**src/rtl/rename_reg_file_if.sv**
```systemverilog
// Dispatcher/RoB-facing bundle for the rename register file.
//   Commit side : commit_en, commit_rd, commit_rob, commit_data
//   Rename side : rename_en, rename_rd, rename_rob
//   Read side   : rd_addr (in), rd_val / rd_busy / rd_tag (out), NUM_RD ports packed
//                 with port i at [i*W +: W]
// master = Dispatcher/RoB side, slave = register file.
// Parameters must match those of the rename_reg_file instance it is bound to.
interface rename_reg_file_if #(
    parameter int unsigned XLEN    = 32,
    parameter int unsigned REG_NUM = 32,
    parameter int unsigned ROB_W   = 3,
    parameter int unsigned NUM_RD  = 2
);
    localparam int unsigned RI = $clog2(REG_NUM);

    logic                    commit_en;
    logic [RI-1:0]           commit_rd;
    logic [ROB_W-1:0]        commit_rob;
    logic [XLEN-1:0]         commit_data;

    logic                    rename_en;
    logic [RI-1:0]           rename_rd;
    logic [ROB_W-1:0]        rename_rob;

    logic [NUM_RD*RI-1:0]    rd_addr;
    logic [NUM_RD*XLEN-1:0]  rd_val;
    logic [NUM_RD-1:0]       rd_busy;
    logic [NUM_RD*ROB_W-1:0] rd_tag;

    modport master (
        output commit_en, commit_rd, commit_rob, commit_data,
        output rename_en, rename_rd, rename_rob,
        output rd_addr,
        input  rd_val, rd_busy, rd_tag
    );

    modport slave (
        input  commit_en, commit_rd, commit_rob, commit_data,
        input  rename_en, rename_rd, rename_rob,
        input  rd_addr,
        output rd_val, rd_busy, rd_tag
    );
endinterface

```
**src/rtl/rename_reg_file.sv**
```systemverilog
// Architectural register file with per-register rename tags (Tomasulo core).
// Each register holds {value, busy, tag}. The Dispatcher renames a destination to a RoB
// entry; the RoB commits values and clears the busy bit when the committing entry is still
// the register's newest producer; a RoB flush drops all pending renames.
// Ports:
//   clk_in   : clock, rising edge
//   rst_in   : asynchronous reset, active low (clears value, busy and tag)
//   rdy_in   : 1 = run, 0 = hold all state (reads still live)
//   flush_in : mispredict flush, clears every busy bit, blocks same-cycle rename
//   bus      : commit / rename / read bundle (slave side)
// Reads are combinational with a same-cycle commit bypass; register 0 reads as zero and
// out-of-range addresses read as zero and not busy.
module rename_reg_file #(
    parameter int unsigned XLEN    = 32,
    parameter int unsigned REG_NUM = 32,
    parameter int unsigned ROB_W   = 3,
    parameter int unsigned NUM_RD  = 2
) (
    input logic              clk_in,
    input logic              rst_in,
    input logic              rdy_in,
    input logic              flush_in,
    rename_reg_file_if.slave bus
);
    localparam int unsigned RI = $clog2(REG_NUM);

    logic [REG_NUM-1:0][XLEN-1:0]  val_q, val_d;
    logic [REG_NUM-1:0]            busy_q, busy_d;
    logic [REG_NUM-1:0][ROB_W-1:0] tag_q, tag_d;

    logic commit_ok;
    logic rename_ok;

    assign commit_ok = bus.commit_en && (bus.commit_rd != '0) && (32'(bus.commit_rd) < REG_NUM);
    assign rename_ok = bus.rename_en && (bus.rename_rd != '0) && (32'(bus.rename_rd) < REG_NUM);

    // Next state. Commit is applied first so a same-cycle rename of the same register
    // overrides its busy/tag while the committed value is still written.
    always_comb begin
        val_d  = val_q;
        busy_d = busy_q;
        tag_d  = tag_q;
        if (rdy_in) begin
            if (commit_ok) begin
                // In-order commit: the value is always the latest architectural one.
                val_d[bus.commit_rd] = bus.commit_data;
                // A younger rename keeps the register busy.
                if (tag_q[bus.commit_rd] == bus.commit_rob) begin
                    busy_d[bus.commit_rd] = 1'b0;
                end
            end
            if (flush_in) begin
                busy_d = '0;
            end else if (rename_ok) begin
                busy_d[bus.rename_rd] = 1'b1;
                tag_d[bus.rename_rd]  = bus.rename_rob;
            end
        end
    end

    always_ff @(posedge clk_in or negedge rst_in) begin
        if (!rst_in) begin
            val_q  <= '0;
            busy_q <= '0;
            tag_q  <= '0;
        end else begin
            val_q  <= val_d;
            busy_q <= busy_d;
            tag_q  <= tag_d;
        end
    end

    logic [NUM_RD-1:0][XLEN-1:0]  rd_val_w;
    logic [NUM_RD-1:0]            rd_busy_w;
    logic [NUM_RD-1:0][ROB_W-1:0] rd_tag_w;
    logic [RI-1:0]                addr;

    // Read ports. Bypass ignores rdy_in and flush_in: the RoB is handing over the value
    // this cycle regardless of whether the file updates.
    always_comb begin
        rd_val_w  = '0;
        rd_busy_w = '0;
        rd_tag_w  = '0;
        addr      = '0;
        for (int i = 0; i < NUM_RD; i++) begin
            addr = bus.rd_addr[i*RI +: RI];
            if ((addr != '0) && (32'(addr) < REG_NUM)) begin
                if (bus.commit_en && busy_q[addr] && (tag_q[addr] == bus.commit_rob) &&
                    (bus.commit_rd == addr)) begin
                    rd_val_w[i]  = bus.commit_data;
                    rd_busy_w[i] = 1'b0;
                    rd_tag_w[i]  = tag_q[addr];
                end else begin
                    rd_val_w[i]  = val_q[addr];
                    rd_busy_w[i] = busy_q[addr];
                    rd_tag_w[i]  = tag_q[addr];
                end
            end
        end
    end

    assign bus.rd_val  = rd_val_w;
    assign bus.rd_busy = rd_busy_w;
    assign bus.rd_tag  = rd_tag_w;
endmodule
```
**src/flat_wrapper.sv**
```systemverilog
// flat-port wrapper written by rule: the top's interface ports become plain ports
module rename_reg_file_flat 
#(
    parameter int unsigned XLEN    = 32,
    parameter int unsigned REG_NUM = 32,
    parameter int unsigned ROB_W   = 3,
    parameter int unsigned NUM_RD  = 2
)
  (clk_in, rst_in, rdy_in, flush_in, bus_commit_en, bus_commit_rd, bus_commit_rob, bus_commit_data, bus_rename_en, bus_rename_rd, bus_rename_rob, bus_rd_addr, bus_rd_val, bus_rd_busy, bus_rd_tag);
  rename_reg_file_if #(.XLEN(XLEN), .REG_NUM(REG_NUM), .ROB_W(ROB_W), .NUM_RD(NUM_RD)) bus_i ();
  input logic clk_in;
  input logic rst_in;
  input logic rdy_in;
  input logic flush_in;
  input wire logic [$bits(bus_i.commit_en)-1:0] bus_commit_en;
  input wire logic [$bits(bus_i.commit_rd)-1:0] bus_commit_rd;
  input wire logic [$bits(bus_i.commit_rob)-1:0] bus_commit_rob;
  input wire logic [$bits(bus_i.commit_data)-1:0] bus_commit_data;
  input wire logic [$bits(bus_i.rename_en)-1:0] bus_rename_en;
  input wire logic [$bits(bus_i.rename_rd)-1:0] bus_rename_rd;
  input wire logic [$bits(bus_i.rename_rob)-1:0] bus_rename_rob;
  input wire logic [$bits(bus_i.rd_addr)-1:0] bus_rd_addr;
  output wire logic [$bits(bus_i.rd_val)-1:0] bus_rd_val;
  output wire logic [$bits(bus_i.rd_busy)-1:0] bus_rd_busy;
  output wire logic [$bits(bus_i.rd_tag)-1:0] bus_rd_tag;
  assign bus_i.commit_en = bus_commit_en;
  assign bus_i.commit_rd = bus_commit_rd;
  assign bus_i.commit_rob = bus_commit_rob;
  assign bus_i.commit_data = bus_commit_data;
  assign bus_i.rename_en = bus_rename_en;
  assign bus_i.rename_rd = bus_rename_rd;
  assign bus_i.rename_rob = bus_rename_rob;
  assign bus_i.rd_addr = bus_rd_addr;
  assign bus_rd_val = bus_i.rd_val;
  assign bus_rd_busy = bus_i.rd_busy;
  assign bus_rd_tag = bus_i.rd_tag;
  rename_reg_file #(.XLEN(XLEN), .REG_NUM(REG_NUM), .ROB_W(ROB_W), .NUM_RD(NUM_RD)) u_core (.clk_in(clk_in), .rst_in(rst_in), .rdy_in(rdy_in), .flush_in(flush_in), .bus(bus_i));
endmodule
```
**config.mk**
```make
export PLATFORM = sky130hd
export DESIGN_NAME = rename_reg_file_flat
export DESIGN_NICKNAME = d
export VERILOG_FILES = /design/src/rtl/rename_reg_file_if.sv /design/src/rtl/rename_reg_file.sv /design/src/flat_wrapper.sv
export SDC_FILE = /design/constraint.sdc
export NUM_CORES = 2
export LEC_CHECK = 0
export CORE_MARGIN = 3
export CORE_UTILIZATION = 60
export DETAILED_ROUTE_END_ITERATION = 8
export PLACE_DENSITY = 0.81
export SLEW_MARGIN = 20
export SYNTH_ARGS = -nofsm -noshare
export SYNTH_HDL_FRONTEND = slang
export SYNTH_SLANG_ARGS = --single-unit
```
**constraint.sdc**
```tcl
create_clock -name clk_in -period 9.2 [get_ports clk_in]
set_clock_uncertainty 0.2 [all_clocks]
set_input_delay 1.84 -clock clk_in [delete_from_list [all_inputs] [get_ports clk_in]]
set_output_delay 1.84 -clock clk_in [all_outputs]
set_load 0.005 [all_outputs]
```
# Word-level counts from Yosys, hierarchy flattened
# Cells that the tools add are included.
[word_totals]
word_cells = 135
register_bits = 1152
inputBits = 64
[classes]
muxes = 39
bitwise_logic = 4
eq_ne = 5
n_reduce_logical = 16
order_cmp = 6
[op_table]
columns = ["cell", "n"]
rows = [
  ["1024-bit bitwise mux", 1],
  ["32-bit two-way mux", 12],
  ["32-bit binary-select mux with 5-bit select", 2],
  ["32-bit demux with 5-bit select", 1],
  ["96-bit bitwise mux", 1],
  ["3-bit binary-select mux with 5-bit select", 3],
  ["32-bit AND", 1],
  ["32-bit NOT", 1],
  ["32-bit OR", 1],
  ["5-bit by 6-bit < comparator with 1-bit output (second input constant)", 4],
  ["5-bit nonzero test", 4],
  ["3-bit two-way mux", 6],
  ["3-bit demux with 5-bit select", 1],
  ["1-bit binary-select mux with 5-bit select", 2],
  ["1-bit demux with 5-bit select", 2],
  ["5-bit == test", 2],
  ["5-bit by 1-bit >= comparator with 1-bit output (second input constant)", 2],
  ["1-bit logical AND", 10],
  ["3-bit == test", 3],
  ["1-bit two-way mux", 8],
  ["3-bit AND reduction", 1],
  ["2-bit AND reduction", 1],
  ["1-bit NOT", 1],
]

# Longest topological paths before layout
[depth]
depth_word = 12
mapped_depth = 12
ltp_nobuf = 7

# Worst setup path before layout
# OpenSTA, ideal clock, no wires.
[synth_path]
path_type = "input to output"
from = "in bus_rd_addr[5]"
to = "out bus_rd_val[34]"
t_required_ps = 7160
path_buffers = 4
setup_slack_ps = 2827
t_arrival_ps = 4333
cell_stages = 9
cell_sequence = "buf_2 buf_6 clkbuf_1 buf_1 mux4_2 mux4_2 mux2_2 nand2_1 mux2i_1"
[synth_via]
elab_chain_cells = 7
word_cells_on_any_way = 14
cone_classes = "2 x eq/ne; 8 x mux; 4 x reduce/logical"
[synth_lines]
columns = ["item", "line", "rtl"]
rows = [
  ["start, declared", "flat_wrapper.sv:22", "input wire logic [$bits(bus_i.rd_addr)-1:0] bus_rd_addr;"],
  ["3-bit binary-select mux with 5-bit select / 1-bit binary-select mux with 5-bit select (equally long branches)", "rename_reg_file.sv:88", "if (bus.commit_en && busy_q[addr] && (tag_q[addr] == bus.commit_rob) &&"],
  ["3-bit two-way mux (not written as such) / 1-bit two-way mux (equally long branches)", "rename_reg_file.sv:88", ""],
  ["3-bit == test / 1-bit logical AND (equally long branches)", "rename_reg_file.sv:88", ""],
  ["1-bit logical AND (2 in a row)", "rename_reg_file.sv:88", ""],
  ["32-bit two-way mux", "rename_reg_file.sv:88", ""],
  ["32-bit two-way mux (*)", "rename_reg_file.sv:87", "if ((addr != '0) && (32'(addr) < REG_NUM)) begin"],
  ["end, declared", "flat_wrapper.sv:23", "output wire logic [$bits(bus_i.rd_val)-1:0] bus_rd_val;"],
]
# Every way passes the cells marked *; elsewhere a longest branch is shown, timed or not. The select of a mux whose other input is x is not followed.

# Worst setup path in the final report
[layout_path]
from = "in bus_rd_addr[5]"
to = "out bus_rd_val[47]"
# The elaborated chain is that of the path after synthesis.

==> flow_summary.toml <==
[timing]
setup_tns_ns = 0
final-setup-viol-count = 0
period_share = 0.838
finalHoldViolCount = 0
drv_slew = 0
grt_setup_unrepaired = "false"
worst-slew-pin-transition_ns = 1.17
finalCriticalPeriod_ns = 7.71
max_slew_margin = 0.217
whs_ns = 0.196
max_freq_ghz = 0.130

[min_path]
hold_class = "flop to flop"

[yosys]
synth_top_family_by_area = "multiplexers"
synth_area_leaders = "dfrtp_1, mux4_2, mux2_2, nand2_1, mux2i_1"
ys_seq_elements = 1152
synth_edf_count = 0
synthMuxAreaShare = 0.442
syn_inst = 4457
synth_fa_ha_area_frac = 0
yosys.area.top_type = "dfrtp_1"
syn_area_mm2 = 0.0634
synth_nets = 4521
synth-seq-area-share = 0.455
synth_compound_area_frac = 0.0140
post-synth-top-count-cell = "dfrtp_1"
ys.flop_type = "dfrtp_1"
async_flop_share = 1.00
ys_top_cells_by_count = "dfrtp_1, mux2_2, mux4_2, nand2_1, clkbuf_1"
yosys_warnings = 0
synth_xor_area_frac = 0.00235
syn_avg_cell_area_um2 = 14.2
synth_top_area_share = 0.455
yosysUniqueCellTypes = 47
yosys.area_share.simple = 0.0541

[die]
die_x_um = 331
num_rows = 118
die_h_um = 331
start_util = 0.608
coreArea_mm2 = 0.104
io_pins = 136
die_area_mm2 = 0.110

[grt]
grt_pass1_wl_um = 277000
grt_pass1_vias = 43400
grtUsageTotal = 0.341
gr-total-overflow = 0
antenna_found_initial = 4
grt_max_degree = 169

[final_layout]
final_cells = 5812
fin_nets = 4398
syn2layout_area_growth_pct = 9.57
drive_gt1_frac = 0.458
final_util = 0.666

[route]
wl_um = 183000
ant_nets = 0
vias_per_cell = 7.18
vias = 41700
drc = 0
first_pass_iters = 6
first_iter_violations = 4713
wl_per_cell_um = 31.4

[job]
maxCapViolCount = 0

[placement]
routabilityCongestion = 0.981
dp_hpwl_um = 103000
port_buffers = 135
post-place-cells = 5596

[clock_tree]
cts_hold_buf = 0
clockBufferDepth = 3
cts_resized = 0
htree_levels = 3
cts_made_buffers = 116
clk_pin_slew_worst_paths_ns = 0.06
clk_latency_ns = 0.72
cts_sinks = 1152
post_cts_buffers = 0
cts_tree = "done"
clockRootBuffer = "clkbuf_16"

[critical_path]
crit_arrival_ns = 5.67
cp-end-kind = "output port"
crit_required_ns = 7.16
critPathKind = "input port to output port"
worstPathMaxFanout = 62
crit_path_start_kind = "input port"

[run_status]
status = "complete, no violations"

[pwr]
p_per_area_mw_per_mm2 = 194
finalPower_w = 0.0135
ir_worst_vdd_v = 0.000175
p_leak_nw = 31.1
==> cell families (layout without fill, tap and decap cells) <==
| group | after synthesis | after routing |
|---|---|---|
| multiplexers | 1805 | 1805 |
| flip-flops | 1152 | 1152 |
| AND/OR/NAND/NOR | 851 | 851 |
| buffers and inverters | 501 | 475 |
| AO/OA/AOI/OAI | 131 | 131 |
| XOR/XNOR | 17 | 17 |
| other | 0 | 1 |
==> layout make-up <==
type	count	area (um^2)
diodes	1	2.50
clock buffers	173	3430
clock inverters	42	552
fillers	7034	34800
inverters	33	124
multi-input cells	2804	32600
flip-flops and latches	1152	28800
well taps	1380	1730
repair buffers	227	2160
==> cell usage in the layout, fill, tap and decap left out, types with 4 or more instances in the layout <==
cell type | Yosys | routed
a211oi_1 | 4 | 4
a21oi_1 | 12 | 12
a221oi_1 | 4 | 4
a22oi_1 | 28 | 28
a31oi_1 | 21 | 21
a41oi_1 | 6 | 6
and2_1 | 8 | 7
buf_12 | 0 | 14
buf_2 | 77 | 15
buf_4 | 5 | 82
buf_8 | 0 | 5
bufinv_16 | 0 | 12
clkbuf_1 | 317 | 29
clkbuf_16 | 0 | 119
clkbuf_8 | 0 | 25
clkdlybuf4s50_1 | 0 | 109
clkinv_2 | 0 | 22
dfrtp_1 | 1152 | 1152
inv_1 | 33 | 29
inv_2 | 0 | 4
mux2_2 | 982 | 982
mux2i_1 | 126 | 126
mux4_2 | 697 | 697
nand2_1 | 694 | 678
nand2_2 | 0 | 16
nand2b_1 | 14 | 14
nand3_1 | 18 | 18
nand4_1 | 10 | 10
nor2_1 | 56 | 44
nor2_4 | 0 | 12
nor2b_1 | 13 | 11
nor3_1 | 10 | 9
o21ai_0 | 38 | 38
o22ai_1 | 6 | 6
or2_2 | 8 | 6
or3_1 | 4 | 4
xnor2_1 | 5 | 5
xor2_1 | 12 | 12
==> power breakdown <==
| group | switching [W] | internal [W] |
|---|---|---|
| clock network | 0.00205 | 0.00290 |
| logic | 0.000964 | 0.00140 |
| registers | 0.000479 | 0.00568 |
==> metal layers <==
metal / track usage / vias to the layer above / part of all wire
li1: - / 16500 / -
met1: 0.457 / 22100 / 0.37
met2: 0.526 / 2520 / 0.47
met3: 0.0917 / 650 / 0.11
met4: 0.164 / 6 / 0.057
met5: 0 / - / 0.00025
==> sequential cells by signal (all words and copies together) (netlist names) <==
register / cells
u_core.val_q: 1024
u_core.tag_q: 96
u_core.busy_q: 32
==> final timing paths <==
check | from | to | slack [ns] | cells past startpoint
max | bus_rd_addr[5] | bus_rd_val[47] | 1.49 | 10
min | u_core.val_q[25]$_DFFE_PN0P_ | u_core.val_q[25]$_DFFE_PN0P_ | 0.20 | 0
max reg2reg | u_core.tag_q[16]$_DFFE_PN0P_ | u_core.busy_q[17]$_DFFE_PN0P_ | 5.72 | 7
min reg2reg | u_core.val_q[25]$_DFFE_PN0P_ | u_core.val_q[25]$_DFFE_PN0P_ | 0.20 | 0
max in group asynchronous | rst_in | u_core.val_q[594]$_DFFE_PN0P_ | 5.87 | 3
min in group asynchronous | rst_in | u_core.tag_q[10]$_DFFE_PN0P_ | 0.98 | 1
==> per-stage QoR <==
step           setup WS (ns)  cell area, um^2
2_1_floorplan           2.83            63400
3_3_place_gp            1.59            65500
3_5_place_dp            1.52            65500
4_1_cts                 1.53            69500
5_1_grt                 1.32            69500
6_report                1.49            69500
==> critical path, stage by stage <==
cell             delay [ns]
buf_8                  0.51
nor2b_1                0.63
a22oi_1                0.20
nand3_1                0.12
o21ai_0                0.16
or3_1                  0.44
a2111oi_4              0.38
buf_4                  0.46
mux2i_1                0.27
clkdlybuf4s50_1        0.53
Power figures use the tool's default switching activity.
